$ cat src/rtl/lms_mu_scheduler.sv
// Step-size scheduler for the LMS adaptive FIR: leaky-averages |error| and walks
// mu_out from a fast acquisition shift to a slow tracking shift, falling back on loss of lock.
module lms_mu_scheduler #(
  parameter int EW      = 33,
  parameter int AVG_SH  = 6,
  parameter int MU_FAST = 4,
  parameter int MU_SLOW = 10,
  parameter int SETTLE  = 64,
  parameter int STEP    = 16,
  parameter int LOSS    = 8
) (
  input  logic                 clk,
  input  logic                 reset,
  input  logic signed [EW-1:0] e_in,
  input  logic                 en,
  input  logic        [EW-1:0] thresh_in,
  output logic        [7:0]    mu_out,
  output logic        [EW-1:0] pwr_out,
  output logic                 locked,
  output logic                 relock_pulse,
  output logic        [1:0]    state_out
);

  localparam int AW  = EW + AVG_SH;
  localparam int SCW = $clog2(SETTLE + 1);
  localparam int PCW = $clog2(STEP + 1);
  localparam int LCW = $clog2(LOSS + 1);

  localparam logic [SCW-1:0] SETTLE_C = SCW'(SETTLE);
  localparam logic [PCW-1:0] STEP_C   = PCW'(STEP);
  localparam logic [LCW-1:0] LOSS_C   = LCW'(LOSS);
  localparam logic [7:0]     MU_F     = 8'(MU_FAST);
  localparam logic [7:0]     MU_S     = 8'(MU_SLOW);

  typedef enum logic [1:0] {
    ACQ   = 2'd0,
    RAMP  = 2'd1,
    TRACK = 2'd2
  } state_t;

  state_t           state_q, state_d;
  logic [7:0]       mu_q, mu_d;
  logic [AW-1:0]    acc_q, acc_d;
  logic [SCW-1:0]   settle_q, settle_d, settle_inc;
  logic [PCW-1:0]   step_q, step_d, step_inc;
  logic [LCW-1:0]   loss_q, loss_d, loss_inc;
  logic             locked_q, locked_d;
  logic             relock_q, relock_d;
  logic [EW-1:0]    mag;
  logic [EW-1:0]    pwr;
  logic             pwr_low;
  logic             pwr_high;

  // Two's-complement negate of the most-negative value yields 2^(EW-1) read as unsigned.
  assign mag      = e_in[EW-1] ? $unsigned(-e_in) : $unsigned(e_in);
  assign pwr      = acc_q[AW-1:AVG_SH];
  assign pwr_low  = pwr < thresh_in;
  assign pwr_high = {2'b00, pwr} >= {thresh_in, 2'b00};

  assign settle_inc = (settle_q == '1) ? settle_q : settle_q + 1'b1;
  assign step_inc   = (step_q == '1) ? step_q : step_q + 1'b1;
  assign loss_inc   = (loss_q == '1) ? loss_q : loss_q + 1'b1;

  always_comb begin
    state_d  = state_q;
    mu_d     = mu_q;
    acc_d    = acc_q;
    settle_d = settle_q;
    step_d   = step_q;
    loss_d   = loss_q;
    relock_d = 1'b0;

    if (en) begin
      // Subtract the leak first so the intermediate never exceeds the accumulator width.
      acc_d = acc_q - (acc_q >> AVG_SH) + AW'(mag);

      unique case (state_q)
        ACQ: begin
          mu_d = MU_F;
          if (pwr_low) begin
            if (settle_inc == SETTLE_C) begin
              state_d  = RAMP;
              settle_d = '0;
              step_d   = '0;
            end else begin
              settle_d = settle_inc;
            end
          end else begin
            settle_d = '0;
          end
        end

        RAMP: begin
          if (pwr_high) begin
            state_d  = ACQ;
            mu_d     = MU_F;
            settle_d = '0;
            step_d   = '0;
            loss_d   = '0;
          end else if (step_inc == STEP_C) begin
            mu_d   = mu_q + 8'd1;
            step_d = '0;
            if (mu_q + 8'd1 == MU_S) begin
              state_d = TRACK;
              loss_d  = '0;
            end
          end else begin
            step_d = step_inc;
          end
        end

        TRACK: begin
          mu_d = MU_S;
          if (pwr_high) begin
            if (loss_inc == LOSS_C) begin
              state_d  = ACQ;
              mu_d     = MU_F;
              relock_d = 1'b1;
              loss_d   = '0;
              settle_d = '0;
              step_d   = '0;
            end else begin
              loss_d = loss_inc;
            end
          end else begin
            loss_d = '0;
          end
        end

        default: begin
          state_d = ACQ;
          mu_d    = MU_F;
        end
      endcase
    end

    locked_d = (state_d == TRACK);
  end

  always_ff @(posedge clk) begin
    if (reset) begin
      state_q  <= ACQ;
      mu_q     <= MU_F;
      acc_q    <= '0;
      settle_q <= '0;
      step_q   <= '0;
      loss_q   <= '0;
      locked_q <= 1'b0;
      relock_q <= 1'b0;
    end else begin
      state_q  <= state_d;
      mu_q     <= mu_d;
      acc_q    <= acc_d;
      settle_q <= settle_d;
      step_q   <= step_d;
      loss_q   <= loss_d;
      locked_q <= locked_d;
      relock_q <= relock_d;
    end
  end

  assign mu_out       = mu_q;
  assign pwr_out      = pwr;
  assign locked       = locked_q;
  assign relock_pulse = relock_q;
  assign state_out    = state_q;

endmodule

$ cat config.mk
export PLATFORM = sky130hd
export DESIGN_NAME = lms_mu_scheduler
export DESIGN_NICKNAME = d
export VERILOG_FILES = /design/src/rtl/lms_mu_scheduler.sv
export SDC_FILE = /design/constraint.sdc
export NUM_CORES = 1
export LEC_CHECK = 0
export CORE_MARGIN = 1.5
export CORE_UTILIZATION = 62
export CTS_CLUSTER_SIZE = 12
export DETAILED_ROUTE_END_ITERATION = 16
export PLACE_DENSITY_LB_ADDON = 0.05
export SYNTH_ARGS = -nofsm -noshare
export SYNTH_HDL_FRONTEND = slang
export SYNTH_SLANG_ARGS = --single-unit
$ cat constraint.sdc
create_clock -name clk -period 23.4 [get_ports clk]
set_input_delay 7.02 -clock clk [delete_from_list [all_inputs] [get_ports clk]]
set_output_delay 7.02 -clock clk [all_outputs]
set_load 0.005 [all_outputs]
======== Yosys cells after proc, flatten, opt, wreduce, memory -nomap -nowiden ========
Index checks and enable logic that the tools add are counted.
word-level totals
  flip-flop bits (word level) ............. 67
  output and inout bits ................... 45
  word-level logic and storage cells ...... 83
cells by class
  equality and inequality tests ........... 17
  order comparisons ....................... 2
  mux-type cells .......................... 38
  reduce and logical (&&, ||, !) cells .... 8
  bitwise gates (word level) .............. 3
  add/sub/neg operators ................... 7
operators by type and width
  operator             number
  $mux 7               6
  $add 39x33->39       1
  $sub 39x33->39       1
  $ge 33x35->1         1
  $mux 5               7
  $lt 33x33->1         1
  $mux 33              1
  $neg 33->33          1
  $mux 4               8
  $pmux 7 s3           1
  $mux 2               8
  $mux 8               2
  $pmux 8 s2           1
  $pmux 5 s3           1
  $eq 7x7->1 const B   2
  $eq 5x5->1 const B   2
  $ne 2x2->1 const B   5
  $add 8x1->8 const B  1
  $eq 4x4->1 const B   2
  $eq 8x4->1 const B   1
  $pmux 4 s2           1
  $add 7x1->7 const B  1
  $ne 3x3->1 const B   2
  $pmux 2 s3           1
  14 further kinds     17

======== Longest topological paths before layout ========
Gate-level depths: netlist (run 1).
  depth in word-level cells ............... 8
  gate-level depth with buffers ........... 24
  mapped depth without buffers ............ 23

======== Worst setup path after synthesis (run 1) ========
No wires, ideal clock.
  path type ............................... input -> register
  start point ............................. input port e_in[6]
  end point ............................... register acc_q[38]
  buffers on the path ..................... 0
  library setup time ...................... 0.121 ns
  arrival time ............................ 12.603 ns
  setup slack ............................. 10.676 ns
  cell stages on the path ................. 19
  cell sequence ........................... or4_4 or3_2 or4_1 nand2b_1 or4_1 o31ai_1 xor2_1 fa_1 inv_1 ha_1 and3_1 or4_1 o21a_1 a21oi_1 a21oi_1 a31o_2 a311oi_1 mux2i_1 mux2_2
on the way
  word-level cells in the longest chain between the ends .. 3
ends and longest elaborated chain
  element                 line  RTL
  start: declaration      14    input logic signed [EW-1:0] e_in,
  $neg 33->33             55    assign mag = e_in[EW-1] ? $unsigned(-e_in) : $unsigned(e_in);
  $mux 33 (*)             55
  $add 39x33->39 (*)      75    acc_d = acc_q - (acc_q >> AVG_SH) + AW'(mag);
  end signal: assignment  144   acc_q <= '0;
  end signal: assignment  153   acc_q <= acc_d;
  end: declaration        43    logic [AW-1:0] acc_q, acc_d;
Mark *: on every way between the ends. The rest lies on a longest branch, timed or not.
A chain may end at the register's enable or synchronous reset.

======== Worst setup path after layout (run 1) ========
Same ends and word-level chain as after synthesis.

==> impl_metrics.env, run 1 <==
export IMPL_netlist_area_um2=8460
export IMPL_slew_headroom=0.486
export IMPL_clk_pin_slew_ns=0.06
export IMPL_port_buffer_count=113
export IMPL_power_leakage_nw=4.61
export IMPL_cts_max_path_buffers=2
export IMPL_path_max_fanout=6
export IMPL_synthAdderAreaFrac=0.244
export IMPL_place_detailed_hpwl_mm=17.2
export IMPL_drive_gt1_frac=0.0389
export IMPL_grt_max_degree=65
export IMPL_dp_slack_ns=9.72
export IMPL_grt_pass1_wl_mm=36.8
export IMPL_min_period_over_period=0.572
export IMPL_clock_skew_ns=0.0108
export IMPL_area_delta_synth_final_pct=15.7
export IMPL_synth_nets=1298
export IMPL_worst_slack_ns=10.01
export IMPL_ys_seq_elements=67
export IMPL_max_cap_violations=0
export IMPL_instances_no_fill=1334
export IMPL_dieHeight_um=120
export IMPL_ys_seq_area_frac=0.159
export IMPL_fin_crit_ns=13.39
export IMPL_die_w_um=120
export IMPL_worst_pin_slew_ns=0.770
export IMPL_cp_slowest_cell="or4_4"
export IMPL_synth_area_mux_share=0.0321
export IMPL_ctsResizeCount=0
export IMPL_coreArea_um2=13300
export IMPL_wire_per_inst_um=16.6
export IMPL_vias=8011
export IMPL_cp_required_ns=23.64
export IMPL_setup_viol=0
export IMPL_rsz0062_at_grt="false"
export IMPL_root_buffer="clkbuf_16"
export IMPL_power_density_nw_per_um2=123
export IMPL_diodes=0
export IMPL_yosys_area_share_simple=0.172
export IMPL_finalWirelength_mm=22.1
export IMPL_status="complete, no violations"
export IMPL_tritoncts="built"
export IMPL_cp_num_buf_inv=2
export IMPL_final_antenna_net_count=0
export IMPL_gp_congestion=0.912
export IMPL_hold_violations=0
export IMPL_via_per_inst=6.01
export IMPL_initialDrtViolationCount=544
export IMPL_drc_errors=0
export IMPL_grt_usage=0.319
export IMPL_gr_total_overflow=0
export IMPL_clkSinkCount=67
export IMPL_synth_cell_types=67
export IMPL_fp_row_count=42
export IMPL_htreeDepth=3
export IMPL_critPathTopFamily="simple AND/OR/NAND/NOR gates"
export IMPL_holdBufCountCts=0
export IMPL_dr_pass1_iters=7
export IMPL_synth_xor_area_share=0.0652
export IMPL_ir_drop_mv=0.114
export IMPL_fmax_mhz=74.7
export IMPL_numCtsBuffers=9
export IMPL_placed_cells=1319
export IMPL_yosys_warnings=0
export IMPL_post_cts_buffers=0
export IMPL_cpMostUsedCell="or4_1"
export IMPL_worstSetupStartpointType="input pin"
export IMPL_synth_top_family_by_area="adder cells"
export IMPL_cp_data_arrival_time_ns=13.63
export IMPL_syn_inst=1084
export IMPL_synth_edff_count=0
export IMPL_synth_compound_area_frac=0.220
export IMPL_synthArstFlopShare=0
export IMPL_grt_pass1_vias=7518
export IMPL_antenna_found_initial=0
export IMPL_io_pins=114
export IMPL_hold_path_class="reg2reg"
export IMPL_final_net_count=1368
export IMPL_dieArea_um2=14400
export IMPL_endpoint_kind="flip-flop"
export IMPL_finalSetupTns_ns=0
export IMPL_slowest_delay_ns=0.55
export IMPL_initial_core_util=0.636
export IMPL_crit_chain="clkdlybuf4s50_1, or4_4, or3_2, or4_1, nand2b_1, or4_1, o31ai_1, xor2_1, fa_1, inv_1, ha_1, and3_1, or4_1, o21a_1, a21oi_1, a21oi_1, a31o_2, a311oi_1, mux2i_1, mux2_2"
export IMPL_clk_latency_ns=0.35
export IMPL_syn_avg_cell_area_um2=7.80
export IMPL_crit_type="in2reg"
export IMPL_synth_flop_cell="dfxtp_1"
export IMPL_finalMaxSlewViolations=0
## final timing paths
kind / start / slack, ns / depth (start not counted) / to
setup / recovery: e_in[6] / 10.01 / 20 / acc_q[38]
hold / removal: acc_q[4] / 0.47 / 2 / acc_q[4]
setup reg to reg: acc_q[24] / 19.01 / 13 / acc_q[38]
hold reg to reg: acc_q[4] / 0.47 / 2 / acc_q[4]
## cells by family (layout without fill, tap and decap cells)
logic type	Yosys count	in the layout
simple gates	286	286
xor+xnor	63	63
buf+inv	211	285
compound gates	285	285
fa+ha+maj	145	145
mux	27	27
flops	67	67
## sequential cells by signal (all words and copies together), names as in the netlist
signal / flops
loss_q: 4
settle_q: 7
acc_q: 39
state_out: 2
locked: 1
relock_pulse: 1
mu_out: 8
step_q: 5
## metrics by stage
stage | utilization | area [um^2] | total power, mW | hold WS (ns)
finish | 0.736 | 9780 | 1.21 | 0.469
global route | 0.736 | 9780 | 1.33 | 0.507
CTS | 0.736 | 9780 | 1.20 | 0.470
detailed placement | 0.714 | 9490 | 1.05 | 0.461
global placement | 0.714 | 9490 | 1.04 | 0.452
floorplan | - | 8460 | 0.853 | 0.441
## cell usage after synthesis (26+ instances only)
cell type | n | area (um^2)
nor2_1 | 86 | 323
xnor2_1 | 26 | 228
inv_1 | 151 | 567
dfxtp_1 | 67 | 1340
fa_1 | 33 | 661
mux2i_1 | 26 | 260
a21o_1 | 42 | 315
ha_1 | 112 | 1400
buf_4 | 33 | 248
a21oi_1 | 80 | 400
xor2_1 | 37 | 324
nand2_1 | 57 | 214
o21ai_0 | 54 | 270
## placed cells by master, fill, tap and decap left out, drive strengths merged, types with 5 or more instances in the layout
cell,netlist,routed
a21oi,80,80
o31ai,14,14
a31oi,9,9
nor2,86,86
or3,11,11
a21o,42,42
clkdlybuf4s50,0,111
nand4,23,23
fa,33,33
o21a,11,11
nand2b,10,10
nor3,17,17
o41ai,5,5
o211ai,7,7
mux2i,26,26
clkbuf,19,9
nand3,22,22
inv,151,151
and3,14,14
or4,10,10
buf,40,7
ha,112,112
a211oi,12,12
xnor2,26,26
dfxtp,67,67
nand2,57,57
a31o,7,7
nor2b,11,11
xor2,37,37
o21ai,56,56
## layer usage
layer / share of wire / wire length (um) / track usage / up-vias
met2: 0.45 / 9940 / 0.513 / 307
met3: 0.082 / 1810 / 0.0680 / 44
met1: 0.45 / 9930 / 0.434 / 3735
met5: 0 / 0 / 0 / -
met4: 0.018 / 404 / 0.0885 / 0
li1: - / - / - / 3925
## report_power, final
part	switching, mW	internal (mW)
clock network	0.0548	0.0820
logic	0.483	0.396
registers	0.0525	0.139
total	0.591	0.617
## area by class of cell
type / count / area, um^2
clock inverters: 6 / 67.6
clock buffers: 9 / 225
multi-input cells: 806 / 6200
flip-flops and latches: 67 / 1340
fillers: 1101 / 3510
inverters: 152 / 571
repair buffers: 118 / 1160
well taps: 176 / 220
## worst reg2reg max path: stages, from the launching register on
cell,delay [ns]
dfxtp_1,0.52
inv_1,0.15
fa_1,0.55
inv_1,0.04
ha_1,0.38
and3_1,0.24
or4_1,0.51
o21a_1,0.18
a21oi_1,0.29
a21oi_1,0.21
a31o_2,0.32
a311oi_1,0.32
mux2i_1,0.23
mux2_2,0.34
No activity file was read; power rests on OpenSTA's default activity.
==> run 2: changes to the inputs <==
Settings changed: CORE_UTILIZATION 62 to 52.
Clock period 23.4 ns to 11.9 ns, I/O delays scaled along.
==> run 2 against run 1 <==
Wire length increased by 2.7%. Critical path depth unchanged. Sequential share of layout area decreased by 0.089 points. Flip-flop and latch count unchanged. Non-clock buffer count unchanged. Die area increased by 19%. Power increased by 98%. Utilization decreased by 12 points. Register-to-register slack got worse by 11 ns. Largest cell class unchanged.
==> impl_metrics.env, run 2 (synthesized netlist as in run 1, its figures left out) <==
export IMPL_initialDrtViolationCount=498
export IMPL_drc_errors=0
export IMPL_final_net_count=1368
export IMPL_htreeDepth=3
export IMPL_endpoint_kind="flip-flop"
export IMPL_slew_headroom=0.435
export IMPL_drive_gt1_frac=0.0397
export IMPL_io_pins=114
export IMPL_hold_depth=2
export IMPL_r2r_start="acc_q[24]"
export IMPL_crit_type="in2reg"
export IMPL_port_buffer_count=113
export IMPL_post_cts_buffers=0
export IMPL_pwr_share_seq=0.158
export IMPL_intPower_mw=1.22
export IMPL_clk_latency_ns=0.35
export IMPL_p_sw_frac=0.490
export IMPL_worst_r2r_path_depth=13
export IMPL_power_density_nw_per_um2=242
export IMPL_largest_reg_flops=39
export IMPL_hold_violations=0
export IMPL_clk_pin_slew_ns=0.06
export IMPL_worst_pin_slew_ns=0.845
export IMPL_numCtsBuffers=9
export IMPL_dp_slack_ns=1.76
export IMPL_wire_per_inst_um=16.5
export IMPL_layout_cells_most_common_list="inv_1 (151), ha_1 (112), clkdlybuf4s50_1 (111), nor2_1 (86), a21oi_1 (80)"
export IMPL_top_register="acc_q"
export IMPL_holdBufCountCts=0
export IMPL_grt_usage=0.275
export IMPL_tritoncts="built"
export IMPL_min_period_over_period=0.823
export IMPL_grt_pass1_vias=7178
export IMPL_power_switching_mw=1.17
export IMPL_hold_path_class="reg2reg"
export IMPL_fmax_mhz=102
export IMPL_coreArea_um2=15900
export IMPL_finalWirelength_mm=22.7
export IMPL_root_buffer="clkbuf_16"
export IMPL_fillers=1463
export IMPL_fin_crit_ns=9.80
export IMPL_setup_viol=0
export IMPL_antenna_found_initial=0
export IMPL_finalMaxSlewViolations=0
export IMPL_final_antenna_net_count=0
export IMPL_worst_slack_ns=2.10
export IMPL_min_from="acc_q[4]"
export IMPL_cts_max_path_buffers=2
export IMPL_cp_required_ns=12.14
export IMPL_die_w_um=131
export IMPL_reg2reg_to="acc_q[38]"
export IMPL_finalHoldWorstSlack_ns=0.464
export IMPL_grt_pass1_wl_mm=36.4
export IMPL_ctsResizeCount=0
export IMPL_path_max_fanout=6
export IMPL_rsz0062_at_grt="false"
export IMPL_place_detailed_hpwl_mm=17.9
export IMPL_clkSinkCount=67
export IMPL_gr_total_overflow=0
export IMPL_dieHeight_um=131
export IMPL_dieArea_um2=17000
export IMPL_max_cap_violations=0
export IMPL_cp_data_arrival_time_ns=10.04
export IMPL_clock_skew_ns=0.00658
export IMPL_final_common_cell="inv_1"
export IMPL_diodes=0
export IMPL_p_comb_frac=0.722
export IMPL_worstHoldEndpoint="acc_q[4]"
export IMPL_clkPwrFrac=0.120
export IMPL_status="complete, no violations"
export IMPL_via_per_inst=5.73
export IMPL_gp_congestion=0.939
export IMPL_vias=7884
export IMPL_power_leakage_nw=4.62
export IMPL_reg2reg_slack_ns=7.58
export IMPL_grt_max_degree=65
export IMPL_fp_row_count=46
export IMPL_power_mw=2.39
export IMPL_dr_pass1_iters=5
export IMPL_worstSetupStartpointType="input pin"
export IMPL_area_delta_synth_final_pct=16.4
export IMPL_initial_core_util=0.532
export IMPL_finalSetupTns_ns=0
export IMPL_ir_drop_mv=0.175
## run 2: changes by cell type in the layout (fill, tap and decap cells not counted)
cell        previous run  this run
clkinvlp_4             2         1
inv_6                  0         5
clkinv_2               1         0
clkinv_4               2         0
## run 2: final cells by class
class | count | area (um^2) | area share
Timing Repair Buffer | 118 | 1160 | 0.118
Clock buffer | 9 | 225 | 0.0229
Tap cell | 216 | 270 | 0.0274
Inverter | 152 | 571 | 0.0579
Sequential cell | 67 | 1340 | 0.136
Multi-Input combinational cell | 806 | 6200 | 0.630
Clock inverter | 7 | 81.3 | 0.00826
## run 2: worst max-delay path: stages
cell	delay, ns
clkdlybuf4s50_1	0.45
or4_4	0.55
or3_2	0.46
or4_1	0.48
nand2b_1	0.20
or4_1	0.49
o31ai_1	0.26
xor2_1	0.12
fa_1	0.49
inv_1	0.04
ha_1	0.37
and3_1	0.21
or4_1	0.49
o21a_1	0.18
a21oi_1	0.28
a21oi_1	0.20
a31o_2	0.31
a311oi_1	0.32
mux2i_1	0.23
mux2_2	0.34
## run 2: how the worst max path moves through the flow
stage | from | to | slack, ns | cells past startpoint
finish | e_in[6] | acc_q[38] | 2.10 | 20
global route | e_in[4] | acc_q[38] | 1.75 | 20
CTS | e_in[4] | acc_q[38] | 2.13 | 20
detailed placement | e_in[6] | acc_q[38] | 1.76 | 20
global placement | e_in[6] | acc_q[38] | 1.81 | 20
floorplan | e_in[6] | acc_q[38] | 2.63 | 19
## run 2: routing by layer
| layer | global-route usage | share of wire | wire length [um] |
|---|---|---|---|
| met5 | 0 | 0 | 0 |
| met1 | 0.395 | 0.48 | 11000 |
| met3 | 0.0281 | 0.057 | 1280 |
| met2 | 0.439 | 0.44 | 9950 |
| met4 | 0.0802 | 0.020 | 450 |
## run 2: through the flow
stage / cells / utilization / cell area [um^2]
4_1_cts: 1375 / 0.620 / 9850
2_1_floorplan: 1084 / - / 8460
3_3_place_gp: 1359 / 0.601 / 9540
5_1_grt: 1375 / 0.620 / 9850
3_5_place_dp: 1359 / 0.601 / 9540
6_report: 1375 / 0.620 / 9850
## run 2: power by group through the flow
stage	registers [mW]	clock network (mW)	logic, mW
floorplan	0.332	0	1.35
global placement	0.381	0	1.68
detailed placement	0.380	0	1.70
CTS	0.376	0.291	1.71
global route	0.384	0.301	1.95
finish	0.377	0.287	1.72
==> run 3: changes to the inputs <==
Settings changed: CORE_UTILIZATION 52 to 57.
Clock period 11.9 ns to 10.2 ns, I/O delays scaled along.
==> run 3 against run 2 <==
Combinational power grew 17%. Via count grew 0.37%. Non-clock buffer count shrank 1. Sequential share of layout area grew 0.11 points. First-iteration DRC count shrank 10%. Final cell count shrank 2.4%. Hold slack lost 0.00089 ns. Power grew 15%. Register-to-register slack lost 1.7 ns. Critical path depth is the same. Clock-buffer cell count is the same. Sequential power grew 16%. Critical endpoint unchanged. Largest power group unchanged.
==> impl_metrics.env, run 3 (synthesized netlist as in run 1, its figures left out) <==
export IMPL_worst_pin_slew_ns=0.857
export IMPL_port_buffer_count=113
export IMPL_grt_max_degree=65
export IMPL_drive_gt1_frac=0.0389
export IMPL_cp_required_ns=10.44
export IMPL_initialDrtViolationCount=448
export IMPL_die_w_um=125
export IMPL_grt_pass1_vias=7362
export IMPL_via_per_inst=5.90
export IMPL_clkSinkCount=67
export IMPL_cp_endpoint="acc_q[38]"
export IMPL_dieArea_um2=15600
export IMPL_cp_data_arrival_time_ns=9.57
export IMPL_ctsResizeCount=0
export IMPL_fin_crit_ns=9.33
export IMPL_clk_latency_ns=0.35
export IMPL_final_net_count=1367
export IMPL_rsz0062_at_grt="false"
export IMPL_clock_skew_ns=0.00822
export IMPL_fillers=1301
export IMPL_cp_slowest_cell="or4_4"
export IMPL_largest_reg_flops=39
export IMPL_cpMostUsedCell="or4_1"
export IMPL_power_leakage_nw=4.59
export IMPL_crit_chain="clkdlybuf4s50_1, or4_4, or3_2, or4_1, nand2b_1, or4_1, o31ai_1, xor2_1, fa_1, inv_1, ha_1, and3_1, or4_1, o21a_1, a21oi_1, a21oi_1, a31o_2, a311oi_1, mux2i_1, mux2_2"
export IMPL_holdBufCountCts=0
export IMPL_utilization=0.672
export IMPL_post_cts_buffers=0
export IMPL_power_mw=2.75
export IMPL_wire_per_inst_um=16.7
export IMPL_worst_r2r_path_depth=13
export IMPL_tritoncts="built"
export IMPL_gr_total_overflow=0
export IMPL_place_detailed_hpwl_mm=17.5
export IMPL_crit_type="in2reg"
export IMPL_fmax_mhz=107
export IMPL_finalSetupTns_ns=0
export IMPL_numCtsBuffers=9
export IMPL_reg2reg_to="acc_q[38]"
export IMPL_worst_slack_ns=0.873
export IMPL_finalHoldWorstSlack_ns=0.463
export IMPL_finalWirelength_mm=22.5
export IMPL_final_common_cell="inv_1"
export IMPL_slowest_delay_ns=0.52
export IMPL_dieHeight_um=125
export IMPL_grt_usage=0.293
export IMPL_diodes=0
export IMPL_status="complete, no violations"
export IMPL_ir_drop_mv=0.186
export IMPL_drc_errors=0
export IMPL_finalMaxSlewViolations=0
export IMPL_endpoint_kind="flip-flop"
export IMPL_area_delta_synth_final_pct=15.5
export IMPL_r2r_start="acc_q[24]"
export IMPL_dr_pass1_iters=5
export IMPL_hold_violations=0
export IMPL_top_register="acc_q"
export IMPL_antenna_found_initial=0
export IMPL_slew_headroom=0.428
export IMPL_path_max_fanout=6
export IMPL_dp_slack_ns=0.584
export IMPL_final_antenna_net_count=0
export IMPL_root_buffer="clkbuf_16"
export IMPL_min_period_over_period=0.914
export IMPL_grt_pass1_wl_mm=37.3
export IMPL_io_pins=114
export IMPL_crit_start="e_in[4]"
export IMPL_worstSetupStartpointType="input pin"
export IMPL_clk_pin_slew_ns=0.06
export IMPL_coreArea_um2=14500
export IMPL_layout_cells_most_common_list="inv_1 (151), ha_1 (112), clkdlybuf4s50_1 (111), nor2_1 (86), a21oi_1 (80)"
export IMPL_htreeDepth=3
export IMPL_cts_max_path_buffers=2
export IMPL_max_cap_violations=0
export IMPL_gp_congestion=0.915
export IMPL_setup_viol=0
export IMPL_reg2reg_slack_ns=5.87
export IMPL_hold_path_class="reg2reg"
export IMPL_vias=7913
export IMPL_initial_core_util=0.582
export IMPL_power_density_nw_per_um2=281
export IMPL_fp_row_count=44
[run 3: changes by cell type in the layout (fill, tap and decap cells not counted)]
cell,change
clkinv_4,+1
inv_6,-4
buf_4,-1
bufinv_16,-1
clkinvlp_4,+3
clkinv_2,+1
[run 3: where the power goes]
group | internal (mW) | switching (mW) | total (mW)
sequential | 0.319 | 0.120 | 0.439
combinational | 0.908 | 1.10 | 2.01
clock | 0.165 | 0.136 | 0.301
[run 3: layout make-up]
type | instances | area [um^2] | area share
Multi-Input combinational cell | 806 | 6200 | 0.635
Sequential cell | 67 | 1340 | 0.137
Timing Repair Buffer | 117 | 1150 | 0.118
Inverter | 152 | 571 | 0.0584
Tap cell | 184 | 230 | 0.0236
Clock buffer | 9 | 225 | 0.0230
Clock inverter | 7 | 52.6 | 0.00538
[run 3: through the flow]
step,cells,area [um^2]
floorplan,1084,8460
global placement,1326,9490
detailed placement,1326,9490
CTS,1342,9770
global route,1342,9770
finish,1342,9770
[run 3: worst min-delay path by stage]
stage	to	depth (start not counted)	startpoint	slack, ns
2_1_floorplan	acc_q[4]	2	acc_q[4]	0.44
3_3_place_gp	acc_q[4]	2	acc_q[4]	0.45
3_5_place_dp	acc_q[4]	2	acc_q[4]	0.46
4_1_cts	acc_q[4]	2	acc_q[4]	0.47
5_1_grt	acc_q[4]	2	acc_q[4]	0.49
6_report	acc_q[4]	2	acc_q[4]	0.46
[run 3: worst max-delay path, delay by kind of cell]
| family | cells | cell delay, ns |
|---|---|---|
| AO/OA/AOI/OAI | 6 | 1.58 |
| XOR/XNOR | 1 | 0.12 |
| adder cells (fa/ha/maj) | 2 | 0.85 |
| buffers and inverters | 2 | 0.53 |
| multiplexers | 2 | 0.57 |
| AND/OR/NAND/NOR | 7 | 2.85 |
[run 3: per-layer routing]
layer / up-vias / share of wire / GRT usage
met5: - / 0 / 0
met4: 0 / 0.017 / 0.0749
met3: 29 / 0.061 / 0.0417
met2: 243 / 0.46 / 0.485
met1: 3717 / 0.46 / 0.403
li1: 3924 / - / -
